--- src/rtl/muldiv4_iter_engine_if.sv ---
// -----------------------------------------------------------------------------
// muldiv4_iter_engine_if
// Request/response bundle for the iterative multiply/divide engine.
//
//   start        master -> slave  request; operands and op sampled on accept
//   op           master -> slave  0 = multiply, 1 = divide
//   a            master -> slave  multiplicand / dividend (WIDTH bits)
//   b            master -> slave  multiplier / divisor   (WIDTH bits)
//   busy         slave -> master  high while iterating
//   done         slave -> master  one-cycle pulse when result becomes valid
//   result       slave -> master  mul: product; div: {remainder, quotient}
//   div_by_zero  slave -> master  divide with b = 0; held with result
// -----------------------------------------------------------------------------
interface muldiv4_iter_engine_if #(
  parameter int WIDTH = 4
);
  logic                 start;
  logic                 op;
  logic [WIDTH-1:0]     a;
  logic [WIDTH-1:0]     b;
  logic                 busy;
  logic                 done;
  logic [2*WIDTH-1:0]   result;
  logic                 div_by_zero;

  modport master (
    output start, op, a, b,
    input  busy, done, result, div_by_zero
  );

  modport slave (
    input  start, op, a, b,
    output busy, done, result, div_by_zero
  );
endinterface

--- src/rtl/muldiv4_iter_engine.sv ---
// -----------------------------------------------------------------------------
// muldiv4_iter_engine
// Iterative unsigned multiply / restoring divide, one bit per clock.
// Multiply: shift-and-add, multiplier consumed LSB first, product accumulated
// in a 2*WIDTH accumulator. Divide: restoring division, dividend consumed MSB
// first, WIDTH+1 bit trial subtraction to detect borrow.
//
// Ports:
//   clk    clock, all state changes on the rising edge
//   rst_n  synchronous active-low reset
//   bus    slave side of muldiv4_iter_engine_if (start/op/a/b in,
//          busy/done/result/div_by_zero out)
//
// Timing: start accepted at edge E0 -> busy for WIDTH cycles -> done for one
// cycle after edge E(WIDTH). result/div_by_zero hold until the next accept.
// -----------------------------------------------------------------------------
module muldiv4_iter_engine #(
  parameter int WIDTH = 4
) (
  input  logic                  clk,
  input  logic                  rst_n,
  muldiv4_iter_engine_if.slave  bus
);

  localparam int CNT_W = (WIDTH > 1) ? $clog2(WIDTH) : 1;

  typedef enum logic [1:0] {
    ST_IDLE = 2'd0,
    ST_RUN  = 2'd1,
    ST_DONE = 2'd2
  } state_t;

  state_t               r_state;
  state_t               w_state_next;

  logic [CNT_W-1:0]     r_cnt;
  logic                 r_op;
  logic [WIDTH-1:0]     r_a;       // multiplicand
  logic [WIDTH-1:0]     r_b;       // divisor (kept intact for compare / dbz)
  logic [WIDTH-1:0]     r_mpl;     // multiplier, shifted right each iteration
  logic [WIDTH-1:0]     r_dvd;     // dividend, shifted left each iteration
  logic [2*WIDTH-1:0]   r_acc;
  logic [WIDTH-1:0]     r_rem;
  logic [WIDTH-1:0]     r_quo;
  logic [2*WIDTH-1:0]   r_result;
  logic                 r_dbz;

  logic                 w_accept;
  logic                 w_last;
  logic [WIDTH-1:0]     w_pp;
  logic [2*WIDTH-1:0]   w_pp_ext;
  logic [2*WIDTH-1:0]   w_acc_next;
  logic [WIDTH:0]       w_rem_sh;
  logic [WIDTH:0]       w_diff;
  logic                 w_take;
  logic [WIDTH-1:0]     w_rem_next;
  logic [WIDTH-1:0]     w_quo_next;

  // A request is taken in IDLE, or in DONE for back-to-back operation.
  assign w_accept = bus.start && ((r_state == ST_IDLE) || (r_state == ST_DONE));
  assign w_last   = (r_cnt == CNT_W'(WIDTH - 1));

  // ---------------------------------------------------------------------------
  // State register
  // ---------------------------------------------------------------------------
  always_ff @(posedge clk) begin
    if (!rst_n) begin
      r_state <= ST_IDLE;
    end else begin
      r_state <= w_state_next;
    end
  end

  // ---------------------------------------------------------------------------
  // Next-state logic
  // ---------------------------------------------------------------------------
  always_comb begin
    w_state_next = r_state;
    case (r_state)
      ST_IDLE: if (bus.start) w_state_next = ST_RUN;
      ST_RUN:  if (w_last)    w_state_next = ST_DONE;
      ST_DONE: w_state_next = bus.start ? ST_RUN : ST_IDLE;
      default: w_state_next = ST_IDLE;
    endcase
  end

  // ---------------------------------------------------------------------------
  // Multiply datapath: AND-gate array broadcasting the current multiplier bit
  // ---------------------------------------------------------------------------
  genvar gi;
  generate
    for (gi = 0; gi < WIDTH; gi++) begin : g_pp
      assign w_pp[gi] = r_a[gi] & r_mpl[0];
    end
  endgenerate

  assign w_pp_ext   = {{WIDTH{1'b0}}, w_pp};
  assign w_acc_next = r_acc + (w_pp_ext << r_cnt);

  // ---------------------------------------------------------------------------
  // Divide datapath. Before iteration i the partial remainder is below 2^i,
  // so its MSB is always zero when shifted; keeping the full register in the
  // WIDTH+1 bit trial value loses nothing and needs no truncation.
  // ---------------------------------------------------------------------------
  assign w_rem_sh   = {r_rem, r_dvd[WIDTH-1]};
  assign w_diff     = w_rem_sh - {1'b0, r_b};
  assign w_take     = ~w_diff[WIDTH];   // no borrow -> rem >= divisor
  assign w_rem_next = w_take ? w_diff[WIDTH-1:0] : w_rem_sh[WIDTH-1:0];
  assign w_quo_next = {r_quo[WIDTH-2:0], w_take};

  // ---------------------------------------------------------------------------
  // Operand / iteration / result registers
  // ---------------------------------------------------------------------------
  always_ff @(posedge clk) begin
    if (!rst_n) begin
      r_cnt    <= '0;
      r_op     <= 1'b0;
      r_a      <= '0;
      r_b      <= '0;
      r_mpl    <= '0;
      r_dvd    <= '0;
      r_acc    <= '0;
      r_rem    <= '0;
      r_quo    <= '0;
      r_result <= '0;
      r_dbz    <= 1'b0;
    end else if (w_accept) begin
      r_cnt    <= '0;
      r_op     <= bus.op;
      r_a      <= bus.a;
      r_b      <= bus.b;
      r_mpl    <= bus.b;
      r_dvd    <= bus.a;
      r_acc    <= '0;
      r_rem    <= '0;
      r_quo    <= '0;
      r_result <= '0;
      r_dbz    <= 1'b0;
    end else if (r_state == ST_RUN) begin
      r_cnt <= w_last ? '0 : r_cnt + 1'b1;
      if (!r_op) begin
        r_acc <= w_acc_next;
        r_mpl <= r_mpl >> 1;
      end else begin
        r_rem <= w_rem_next;
        r_quo <= w_quo_next;
        r_dvd <= r_dvd << 1;
      end
      if (w_last) begin
        r_result <= r_op ? {w_rem_next, w_quo_next} : w_acc_next;
        // Divide by zero runs the normal iterations (quotient all ones,
        // remainder = dividend); only the flag marks it.
        r_dbz    <= r_op && (r_b == '0);
      end
    end
  end

  assign bus.busy        = (r_state == ST_RUN);
  assign bus.done        = (r_state == ST_DONE);
  assign bus.result      = r_result;
  assign bus.div_by_zero = r_dbz;

endmodule

--- src/flat_wrapper.sv ---
// flat-port wrapper written by rule: the top's interface ports become plain ports
module muldiv4_iter_engine_flat 
#(
  parameter int WIDTH = 4
)
  (clk, rst_n, bus_start, bus_op, bus_a, bus_b, bus_busy, bus_done, bus_result, bus_div_by_zero);
  muldiv4_iter_engine_if #(.WIDTH(WIDTH)) bus_i ();
  input  logic clk;
  input  logic rst_n;
  input wire logic [$bits(bus_i.start)-1:0] bus_start;
  input wire logic [$bits(bus_i.op)-1:0] bus_op;
  input wire logic [$bits(bus_i.a)-1:0] bus_a;
  input wire logic [$bits(bus_i.b)-1:0] bus_b;
  output wire logic [$bits(bus_i.busy)-1:0] bus_busy;
  output wire logic [$bits(bus_i.done)-1:0] bus_done;
  output wire logic [$bits(bus_i.result)-1:0] bus_result;
  output wire logic [$bits(bus_i.div_by_zero)-1:0] bus_div_by_zero;
  assign bus_i.start = bus_start;
  assign bus_i.op = bus_op;
  assign bus_i.a = bus_a;
  assign bus_i.b = bus_b;
  assign bus_busy = bus_i.busy;
  assign bus_done = bus_i.done;
  assign bus_result = bus_i.result;
  assign bus_div_by_zero = bus_i.div_by_zero;
  muldiv4_iter_engine #(.WIDTH(WIDTH)) u_core (.clk(clk), .rst_n(rst_n), .bus(bus_i));
endmodule
--- config.mk ---
export PLATFORM = sky130hd
export DESIGN_NAME = muldiv4_iter_engine_flat
export DESIGN_NICKNAME = d
export VERILOG_FILES = /design/src/rtl/muldiv4_iter_engine_if.sv /design/src/rtl/muldiv4_iter_engine.sv /design/src/flat_wrapper.sv
export SDC_FILE = /design/constraint.sdc
export NUM_CORES = 1
export LEC_CHECK = 0
export ABC_CLOCK_PERIOD_IN_PS = 2200
export BUFFER_PORTS_ARGS = -buffer_cell sky130_fd_sc_hd__buf_4
export CAP_MARGIN = 0
export CORE_ASPECT_RATIO = 0.7
export CORE_MARGIN = 10
export CORE_UTILIZATION = 49
export CTS_BUF_LIST = sky130_fd_sc_hd__clkbuf_16
export DETAILED_ROUTE_END_ITERATION = 10
export PLACE_DENSITY_LB_ADDON = 0.1
export SKIP_CTS_REPAIR_TIMING = 1
export SLEW_MARGIN = 20
export SYNTH_ARGS = -nofsm -noshare
export SYNTH_HDL_FRONTEND = slang
export SYNTH_SLANG_ARGS = --single-unit
--- constraint.sdc ---
create_clock -name clk -period 2.2 [get_ports clk]
set_input_delay 0.11 -clock clk [delete_from_list [all_inputs] [get_ports clk]]
set_output_delay 0.11 -clock clk [all_outputs]
set_load 0.1 [all_outputs]
# Word level (Yosys, flattened, before mapping)
# Index checks and enable logic that the tools add are counted.
[totals]
output_inout_bits = 11
input_bits = 12
regBits = 45
wordCells = 56
[classes]
shift = 1
n_reduce_logical = 14
bitwise = 7
mux = 13
add_sub_neg = 3
eq_ne = 6
[ops]
columns = ["operator", "n"]
rows = [
  ["two-way mux 4 bit", 7],
  ["AND reduction 2 bit", 6],
  ["adder 8 bit", 1],
  ["two-way mux 8 bit", 1],
  ["left shift 4 x 2 -> 8 bit", 1],
  ["two-way mux 2 bit", 3],
  ["one-hot mux 2 bit (3 select lines)", 1],
  ["subtractor 5 x 4 -> 5 bit", 1],
  ["AND 1 bit", 4],
  ["== test 2 bit (second input constant)", 2],
  ["zero test 4 bit", 1],
  ["inequality test 2 bit (second input constant)", 2],
  ["nonzero test 2 bit", 2],
  ["inverter 1 bit", 3],
  ["adder 2 x 1 -> 2 bit (second input constant)", 1],
  ["== test 2 x 1 -> 1 bit (second input constant)", 1],
  ["logical AND 1 bit", 2],
  ["zero test 2 bit", 1],
  ["inequality test 2 x 1 -> 1 bit (second input constant)", 1],
  ["OR reduction 2 bit", 1],
  ["logical OR 1 bit", 1],
  ["two-way mux 1 bit", 1],
]

# Longest topological paths before layout
[depth]
depth_word = 5
mapped_depth = 12
mapped_depth_nobuf = 11

# Least setup slack after synthesis
# No wires, ideal clock.
[synth_timing]
path_type = "reg2reg"
from = "register u_core.r_cnt[0]"
to = "register u_core.r_result[6] (netlist: u_core.bus.result[6])"
path_slack_ns = -0.198
setup_time_ns = 0.086
t_arrival_ns = 2.312
n_path_buf = 1
required_time_ns = 2.114
synth_period_minus_slack_ns = 2.398
path_stages_with_launch = 12
cell_sequence = "dfxtp_1 -> clkbuf_1 -> nand2b_1 -> nor2_1 -> ha_1 -> fa_1 -> a211oi_1 -> o21bai_1 -> a21oi_1 -> xnor2_1 -> mux2i_1 -> a211oi_1"
[synth_via]
elab_chain_cells = 3
word_cells_on_any_way = 5
classes_between = "1 x add/sub; 1 x eq/ne; 1 x shift; 1 x mux; 1 x reduce/logical"
[synth_rtl]
columns = ["element", "line", "rtl"]
rows = [
  ["start, declared", "muldiv4_iter_engine.sv:36", "logic [CNT_W-1:0] r_cnt;"],
  ["start signal, assigned", "muldiv4_iter_engine.sv:140", "r_cnt <= w_last ? '0 : r_cnt + 1'b1;"],
  ["left shift 4 x 2 -> 8 bit", "muldiv4_iter_engine.sv:98", "assign w_acc_next = r_acc + (w_pp_ext << r_cnt);"],
  ["adder 8 bit", "muldiv4_iter_engine.sv:98", ""],
  ["two-way mux 8 bit", "muldiv4_iter_engine.sv:150", "r_result <= r_op ? {w_rem_next, w_quo_next} : w_acc_next;"],
  ["end signal, assigned", "muldiv4_iter_engine.sv:150", ""],
  ["end, declared", "muldiv4_iter_engine.sv:45", "logic [2*WIDTH-1:0] r_result;"],
]
# Several ways; a longest one is shown, not always the timed one.
# A chain may end at the register's enable or synchronous reset.

# Worst setup path in the final report
# Ends and elaborated chain as after synthesis.

==> metrics.cfg <==
[die]
coreArea_sq_um=4780
start_util_pct=50.5
die_y_microns=78.8
die_w_microns=104
rows=21
io_pins=23
fp.dieArea_sq_um=8180

[cells_and_area]
area_growth_pct=37.2
layout.cells.non_filler=423
seqCellArea_sq_um=908
utilization_pct=69.3
drive_gt1_share_pct=30.5
antenna_cells=0
num-fill-cells=405
layout.nets=380
multi_input_area_sq_um=1650

[worst_setup_path]
crit_chain=buf_6 -> nand2b_4 -> nor2_4 -> ha_4 -> fa_2 -> a211oi_2 -> o21bai_1 -> a21oi_1 -> xnor2_1 -> mux2i_1 -> a211oi_1
cp_max_fo=4
worstSetupPathType=reg -> reg
slowest_delay_ns=0.39
critPathTopFamily=compound AO/OA/AOI/OAI gates
cp.required_ns=2.40
path_depth=11
arrival_ns=2.50
endpoint=u_core.bus.result[6]
reg2reg_from=u_core.r_cnt[0]
reg2reg_slack_ns=-0.10
start_kind=flop
reg2reg_depth=11
crit_start=u_core.r_cnt[0]
r2r-end=u_core.bus.result[6]
slowest_stage=fa_2
crit_path_end_kind=flop
cp_num_buf_inv=1

[global_route]
busiest_layer=met2
antenna_found_initial=0
grt_overflow=0
grt_use_met2_pct=21.8
grt_util_met1_pct=21.1
use_met3_pct=3.63
grtUsageTotal_pct=14.9
grt_max_degree=19
grt_pass1_vias=2044
grt_pass1_wl_microns=10100

[timing]
fin_worst_hold_slack_ns=0.0739
setup_violations=5
finalWorstSetupSlack_ns=-0.104
setup_tns_ns=-0.276
post-route-period-util_pct=105
fin_skew_ns=0.00235
tightest_slew_ns=0.739
max_freq_ghz=0.434
rsz0062_at_grt=yes
hold_viol_final=0
drv_slew=0
slew_headroom_pct=50.7
min_period_ns=2.30

[clocking]
clk_latency_ns=0.29
numCtsBuffers=5
clk_pin_slew_worst_paths_ns=0.06
clock_tree.root_cell=clkbuf_16
cts_tree=yes
clockBufferDepth=2
clock-sinks=45
cts-htree-levels=2

[flow_run]
cap_violations=0

[placed_design]
dp.cells=409
portBuffers=22
gp_congestion=0.917
dp_hpwl_microns=4630
place_ws_ns=-0.158

[power]
power_density_nw_per_um2=655
vdd_ir_drop_max_mv=0.468
leakagePower_nw=1.27

[routing]
viasPerCell=5.38
drc=0
wirelength_microns=6520
dr.pass1.iters=6
ant_nets=0
drt_iter0_drc=94
wire_per_inst_microns=15.4
vias=2277

[min_path]
whs_path_depth=3
min_path_type=in -> reg

[synth]
syn_area_per_cell_sq_um=8.00
synth_seq_cells=45
yosys_warnings=0
synth_area_sq_um=2420
yosysSeqAreaShare_pct=37.3
yosysUniqueCellTypes=38
netlist_instances=302
synthesis.nets=329

[run_status]
violations=negative setup slack
status=complete, but fails checks

worst min-delay path: stages:
cell and delay [ns]:
buf_4 0.11, nand2_1 0.05, a21oi_1 0.05
logic make-up (layout without fill, tap and decap cells):
| family | after synthesis | in the layout | share of synthesized area, % |
|---|---|---|---|
| DFF | 45 | 45 | 37.3 |
| AOI/OAI and AO/OA | 79 | 79 | 20.9 |
| and+or+nand+nor | 121 | 121 | 21.8 |
| xor gates and xnor gates | 9 | 9 | 4.04 |
| adders and majority gates | 15 | 15 | 8.39 |
| muxes | 9 | 9 | 3.83 |
| buffers and inverters | 24 | 76 | 3.83 |
through the flow:
step / area, sq um / power (mW)
final: 3320 / 2.17
after global routing: 3320 / 2.24
after CTS: 3060 / 2.14
after detailed placement: 2870 / 1.18
after global placement: 2870 / 1.18
after floorplan: 2460 / 1.07
metal layers:
layer  up-vias  wire length [microns]  share of wire (%)
li1       1148                      -                  -
met1      1038                   3120                 48
met2        78                   2890                 44
met3        13                    420                6.4
met4         0                     96                1.5
met5         -                      0                  0
cell usage after synthesis (all sizes together):
cell type	count	area share, %
buf	2	0.41
and2	5	1.3
nand2	70	11
o21bai	2	0.62
nor2	23	3.6
a21o	3	0.93
xnor2	8	3.7
a31oi	6	1.6
o21a	2	0.62
nor2b	5	1.3
dfxtp	45	37
o211a	2	0.83
a2bb2oi	1	0.62
and3	1	0.26
nand4	1	0.26
ha	13	6.7
and4	1	0.36
o21ai	16	3.3
a311oi	4	1.4
inv	10	1.6
a21oi	28	6.3
xor2	1	0.36
nand3	3	0.62
mux2i	7	2.9
nor4	1	0.52
clkbuf	12	1.9
a211oi	9	2.8
o31ai	1	0.31
nor3b	1	0.31
a21boi	5	1.6
or2	1	0.26
nor3	4	0.83
mux2	2	0.93
fa	2	1.7
nand2b	5	1.3
final cells by class:
type / count / share of cell area (%)
sequential: 45 / 27.4
clock inverter: 3 / 1.96
inverter: 10 / 1.13
clock buffer: 5 / 3.77
multi-input combinational: 233 / 49.8
timing repair buffer: 58 / 13.4
tap: 69 / 2.60
layout by cell type (no fill, tap or decap), drive strengths merged, types with 6 or more instances in the layout:
cell type  instances
a31oi              6
ha                13
a21oi             28
inv               10
xnor2              8
o21ai             16
a211oi             9
buf               58
mux2i              7
nor2              23
nand2             70
dfxtp             45
report_power, final:
group / internal (mW) / switching [mW]
combinational: 0.157 / 0.184
sequential: 0.840 / 0.0209
clock: 0.649 / 0.321
sequential cells by signal, summed over array words and instances (netlist names):
signal and flops:
u_core.bus.result 8, u_core.r_mpl 4, u_core.bus.div_by_zero 1, u_core.r_cnt 2, u_core.r_b 4, u_core.r_op 1, u_core.r_rem 4, u_core.r_quo 3
u_core.r_dvd 4, u_core.r_a 4, u_core.r_acc 8, u_core.r_state 2
worst min path at each step:
stage	start	end
final	bus_op	u_core.r_op
after global routing	bus_op	u_core.r_op
after CTS	bus_op	u_core.r_op
after detailed placement	bus_op	u_core.r_op
after global placement	bus_op	u_core.r_op
after floorplan	bus_a[1]	u_core.r_a[1]
No activity file was read; power rests on OpenSTA's default activity.
